==> src/rtl/periodic_trigger_gen.sv <==
// periodic_trigger_gen
//
// Two-channel periodic trigger source with a bounded run window. A start
// pulse in IDLE latches both periods and the window length, then the block
// spends exactly `window` cycles in RUN emitting two independent pulse
// trains, spends one cycle in FIN reporting completion, and returns to IDLE.
//
// Ports:
//   clk           single clock, rising-edge
//   rst           asynchronous, active-high reset
//   start         one-cycle run request, honoured only in IDLE
//   period1/2     channel intervals in cycles (0 disables the channel)
//   window        run length in cycles (0 goes straight to FIN)
//   trig1/2       registered one-cycle trigger pulses
//   cnt1/2        saturating trigger counts for the current or last run
//   busy          high for every RUN cycle
//   done          one-cycle pulse during FIN
//   result_valid  counts are final; cleared by the next accepted start
module periodic_trigger_gen #(
    parameter int PW = 8,
    parameter int WW = 16,
    parameter int CW = 16
) (
    input  logic          clk,
    input  logic          rst,
    input  logic          start,
    input  logic [PW-1:0] period1,
    input  logic [PW-1:0] period2,
    input  logic [WW-1:0] window,
    output logic          trig1,
    output logic          trig2,
    output logic [CW-1:0] cnt1,
    output logic [CW-1:0] cnt2,
    output logic          busy,
    output logic          done,
    output logic          result_valid
);

    localparam logic [1:0] IDLE = 2'd0;
    localparam logic [1:0] RUN  = 2'd1;
    localparam logic [1:0] FIN  = 2'd2;

    logic [1:0]    state;
    logic [1:0]    next_state;
    logic [WW-1:0] e;
    logic [WW-1:0] e_next;
    logic [PW-1:0] ph1;
    logic [PW-1:0] ph2;
    logic [PW-1:0] ph1_next;
    logic [PW-1:0] ph2_next;
    logic [PW-1:0] per1;
    logic [PW-1:0] per2;
    logic [WW-1:0] win;
    logic          fire1_next;
    logic          fire2_next;
    logic          accept;

    assign accept = (state == IDLE) && start;

    // Next-state and look-ahead logic. The trigger outputs are registered,
    // so we decide here whether the *next* cycle is a firing run cycle; that
    // way the first trigger is already visible in the first RUN cycle after
    // the accepted start. A period of 0 leaves the phase counter free-running
    // but the fire decision is gated off.
    always_comb begin
        next_state = state;
        e_next     = e;
        ph1_next   = ph1;
        ph2_next   = ph2;
        fire1_next = 1'b0;
        fire2_next = 1'b0;
        case (state)
            IDLE: begin
                if (start) begin
                    e_next   = '0;
                    ph1_next = '0;
                    ph2_next = '0;
                    if (window == '0) begin
                        next_state = FIN;
                    end else begin
                        next_state = RUN;
                        fire1_next = (period1 != '0);
                        fire2_next = (period2 != '0);
                    end
                end
            end
            RUN: begin
                e_next   = e + WW'(1);
                ph1_next = (ph1 == per1 - PW'(1)) ? '0 : ph1 + PW'(1);
                ph2_next = (ph2 == per2 - PW'(1)) ? '0 : ph2 + PW'(1);
                if (e == win - WW'(1)) begin
                    next_state = FIN;
                end else begin
                    fire1_next = (ph1_next == '0) && (per1 != '0);
                    fire2_next = (ph2_next == '0) && (per2 != '0);
                end
            end
            FIN: begin
                next_state = IDLE;
            end
            default: begin
                next_state = IDLE;
            end
        endcase
    end

    // State, counters and registered outputs. The trigger counters add the
    // pulse currently on trig1/trig2, so each count includes a trigger at the
    // edge that closes that trigger's cycle; that is also why the final
    // counts are complete exactly when FIN (done) begins. Configuration is
    // only captured on an accepted start so mid-run input changes are inert.
    always_ff @(posedge clk or posedge rst) begin
        if (rst) begin
            state        <= IDLE;
            e            <= '0;
            ph1          <= '0;
            ph2          <= '0;
            per1         <= '0;
            per2         <= '0;
            win          <= '0;
            trig1        <= 1'b0;
            trig2        <= 1'b0;
            cnt1         <= '0;
            cnt2         <= '0;
            busy         <= 1'b0;
            done         <= 1'b0;
            result_valid <= 1'b0;
        end else begin
            state <= next_state;
            e     <= e_next;
            ph1   <= ph1_next;
            ph2   <= ph2_next;
            trig1 <= fire1_next;
            trig2 <= fire2_next;
            busy  <= (next_state == RUN);
            done  <= (next_state == FIN);

            if (accept) begin
                per1 <= period1;
                per2 <= period2;
                win  <= window;
                cnt1 <= '0;
                cnt2 <= '0;
            end else begin
                if (trig1 && (cnt1 != {CW{1'b1}})) begin
                    cnt1 <= cnt1 + CW'(1);
                end
                if (trig2 && (cnt2 != {CW{1'b1}})) begin
                    cnt2 <= cnt2 + CW'(1);
                end
            end

            if (next_state == FIN) begin
                result_valid <= 1'b1;
            end else if (accept) begin
                result_valid <= 1'b0;
            end
        end
    end

endmodule

==> config.mk <==
export PLATFORM = sky130hd
export DESIGN_NAME = periodic_trigger_gen
export DESIGN_NICKNAME = d
export VERILOG_FILES = /design/src/rtl/periodic_trigger_gen.sv
export SDC_FILE = /design/constraint.sdc
export NUM_CORES = 1
export LEC_CHECK = 0
export ABC_AREA = 1
export BUFFER_PORTS_ARGS = -buffer_cell sky130_fd_sc_hd__buf_2
export CELL_PAD_IN_SITES_DETAIL_PLACEMENT = 0
export CELL_PAD_IN_SITES_GLOBAL_PLACEMENT = 1
export CORE_AREA = 10 10 135 162
export DETAILED_ROUTE_END_ITERATION = 8
export DIE_AREA = 0 0 145 172
export PLACE_DENSITY_LB_ADDON = 0.1
export SLEW_MARGIN = 25
export SYNTH_ARGS = -nofsm -noshare
export SYNTH_HDL_FRONTEND = slang
export SYNTH_SLANG_ARGS = --single-unit
==> constraint.sdc <==
create_clock -name clk -period 3.7 [get_ports clk]
set_input_delay 0.74 -clock clk [delete_from_list [all_inputs] [get_ports clk]]
set_output_delay 0.74 -clock clk [all_outputs]
set_load 0.01 [all_outputs]
==> parameters.txt <==
Parameter                              Value

Critical path
  Required time at the worst-slack endpoint    3960 ps
  List of cells traversed by the critical path    inv_1 -> nand2_2 -> nand3_4 -> buf_4 -> nand2_1 -> o22ai_1
  Kind of start point of the critical path    flop
  Cell family contributing the most delay on the critical path    simple AND/OR/NAND/NOR gates
  Maximum fanout along the worst path    94
  Master of the slowest instance on the critical path    buf_4
  Critical path capture point type    flop
  Number of buffers and inverters on the critical path    2
  Longest individual stage delay on the worst path    680 ps
  Worst path arrival time    2870 ps
  Critical Setup Path Class    flop to flop

Placement
  Cell Area, Placed    7044 sq um
  Final HPWL from detailed placement    12,730 um
  Pre-CTS setup slack    1026 ps
  Placer's final routability congestion estimate    0.7867
  Number of port buffers    71

STA
  Min Tclk post-route    2615 ps
  Period Utilization, post-route    70.66%
  Final setup viols    0
  Post-route setup TNS    0 ps
  Maximum clock rate    382.5 MHz
  Setup clock skew after layout    9.074 ps
  Final WS setup    1085 ps
  Headroom to the max-slew limit    40.03%
  Worst Max-Slew Pin Slew    899.6 ps
  Max-slew violation count    0
  Setup repair after global routing missed its margin    false
  Count of final hold-check violations    0

Logic synthesis
  Share of synthesized area occupied by flip-flops and latches    40.31%
  Per-instance average area after synthesis    7.153 sq um
  Fraction of synthesis flops using an asynchronous set or reset pin    100.0%
  Net count after synthesis    939
  Yosys cell types    46
  Gate count after technology mapping    894
  Flops & latches, synth    103
  Mapped cell area    6395 sq um
  Dominant register cell in the synthesized netlist    dfrtp_1
  Ys Warns    0
  Count of flip-flops with a built-in enable after synthesis    0

Floorplan
  Number of primary I/O pins    72
  Standard-cell rows    55
  Die area    24,940 sq um
  Core Footprint    18,650 sq um
  Initial core utilization    34.29%
  Die W    145 um
  Die boundary height    172 um

Global routing
  Number of global-route vias before repair    5,855
  GRT Resource Usage Total    13.99%
  Number of antenna violations at the first check in global routing    0
  GRT overflow    0
  Largest net degree at the start of global routing    95
  Global-route wire length before repair    29,010 um

Power
  Internal power    2975 uW
  Static Leakage    0.003841 uW
  Sequential share of power    35.9%
  Net switching power of the design    2481 uW
  Power density over the cells    742.9 nW/um^2
  Switching share of total power    45.47%
  Fraction of power consumed by the clock network    18.2%
  Relative contribution of combinational cells to total power    45.9%
  Worst supply voltage drop on vdd    0.0002533 V

Cells and area
  Post-route standard cell area excluding fillers    7343 sq um
  Number of filler cells placed in the layout    2,032
  Number of nets at the end of the flow    1,009
  Layout cells sized above 1    13.21%
  Inserted Diodes    0
  Signed area change from the synthesized netlist to the final layout    14.83%

Routing
  Total wirelength of the detailed-routed design    16,800 um
  1st-pass router iterations    4
  Per-cell via count in the routed design    4.630
  Remaining design rule violation count    0
  Post-route ant nets    0
  Overall via count from detail_route    5,672
  Detailed-route wire length per cell    13.72 um
  Starting DRT DRC Count    330

Clocking
  Clock edge transition at the registers on the reported setup and hold paths    70 ps
  Hold-fix buffer count after cts    0
  CTS tree    yes
  CTS root buf    clkbuf_16
  Number of gates resized after cts    0
  Buffers inserted by post-CTS timing repair    0
  Sinks on the clock net    103
  Maximum buffer depth of the clock tree    2
  Maximum level of the CTS H-tree    3
  Clk Latency, worst-skew pair    360 ps
  Number of buffers inserted during clock tree synthesis    9

Worst hold path
  Type of the tightest min-delay check    input pin to asynchronous set/reset pin

Job
  Max-capacitance violation count    0

Run status
  Status    complete, no violations
-- power groups by stage --
stage | sequential (uW) | combinational (uW) | clock, uW
after floorplan | 1850 | 2010 | 0
after global placement | 1990 | 2550 | 0
after detailed placement | 1980 | 2550 | 0
after CTS | 1960 | 2560 | 1020
after global routing | 2040 | 2930 | 1070
final | 1960 | 2510 | 993
-- routing by layer --
layer	track usage, %	part of all wire (%)	vias to the layer above
li1	-	-	3008
met1	18.15	48	2557
met2	23.66	47	96
met3	2.301	3.4	11
met4	3.779	1.0	0
met5	0	0	-
-- cells in the mapped netlist, types with 8 or more instances --
cell type / number / area (sq um)
a21oi_1: 32 / 160.2
clkbuf_1: 11 / 41.29
dfrtp_1: 103 / 2577
ha_1: 10 / 125.1
inv_1: 140 / 525.5
nand2_1: 216 / 810.8
nand2_2: 8 / 50.05
nand3_1: 88 / 440.4
nand4_1: 14 / 87.58
nor2_1: 84 / 315.3
nor2_2: 11 / 68.82
nor3_1: 17 / 85.08
o21ai_0: 68 / 340.3
xnor2_1: 9 / 78.83
xor2_1: 21 / 183.9
-- through the flow --
stage               utilization (%)  total power [uW]  instances  hold WS (ps)
global route                  39.38              6038       1225         541.8
detailed placement            37.77              4532       1209         501.4
CTS                           39.38              5552       1225         518.2
finish                        39.38              5455       1225         519.8
global placement              37.77              4537       1209         490.3
floorplan                         -              3860        894         464.8
-- state kept, by name (all words and copies together), names as in the netlist, 8 cells and up --
name  count
cnt2     16
cnt1     16
e        16
per1      8
win      16
per2      8
ph2       8
ph1       8
-- layout by cell type (no fill, tap or decap), types with 14 or more instances in the layout --
cell,instances
nand2_1,216
inv_1,139
dfrtp_1,103
nand3_1,87
nor2_1,84
buf_2,71
o21ai_0,68
a21oi_1,32
xor2_1,21
nor3_1,17
nand4_1,14
-- worst reg2reg max path: stages, from the launching register on --
cell and delay [ps]:
dfrtp_1 400, inv_1 150, nand2_2 250, nand3_4 140
buf_4 680, nand2_1 580, o22ai_1 330
-- path summary, 6_finish.rpt --
path	start	end	slack, ps	cells past startpoint
worst max-delay path	state[1]	ph2[7]	1090	6
worst min-delay path	rst	win[15]	520	2
worst max register to register	state[1]	ph2[7]	1090	6
worst min register to register	win[15]	win[15]	520	2
max in group asynchronous	rst	win[6]	2430	3
min in group clk	win[15]	win[15]	520	2
-- cells by family after synthesis --
logic type      synth area share (%)
fa+ha+maj                      1.957
compound gates                 10.96
flops                          40.31
xor+xnor                       4.109
mux                           0.6261
simple gates                   32.36
buf+inv                        9.685
-- layout make-up --
class / instances / area [sq um] / area share, %
tap: 256 / 320.3 / 4.362
clock inverter: 5 / 56.30 / 0.7667
clock buffer: 11 / 242.7 / 3.306
timing repair buffer: 77 / 400.4 / 5.452
sequential: 103 / 2577 / 35.10
multi-input combinational: 631 / 3211 / 43.72
inverter: 142 / 535.5 / 7.293
No activity file was read; power rests on OpenSTA's default activity.
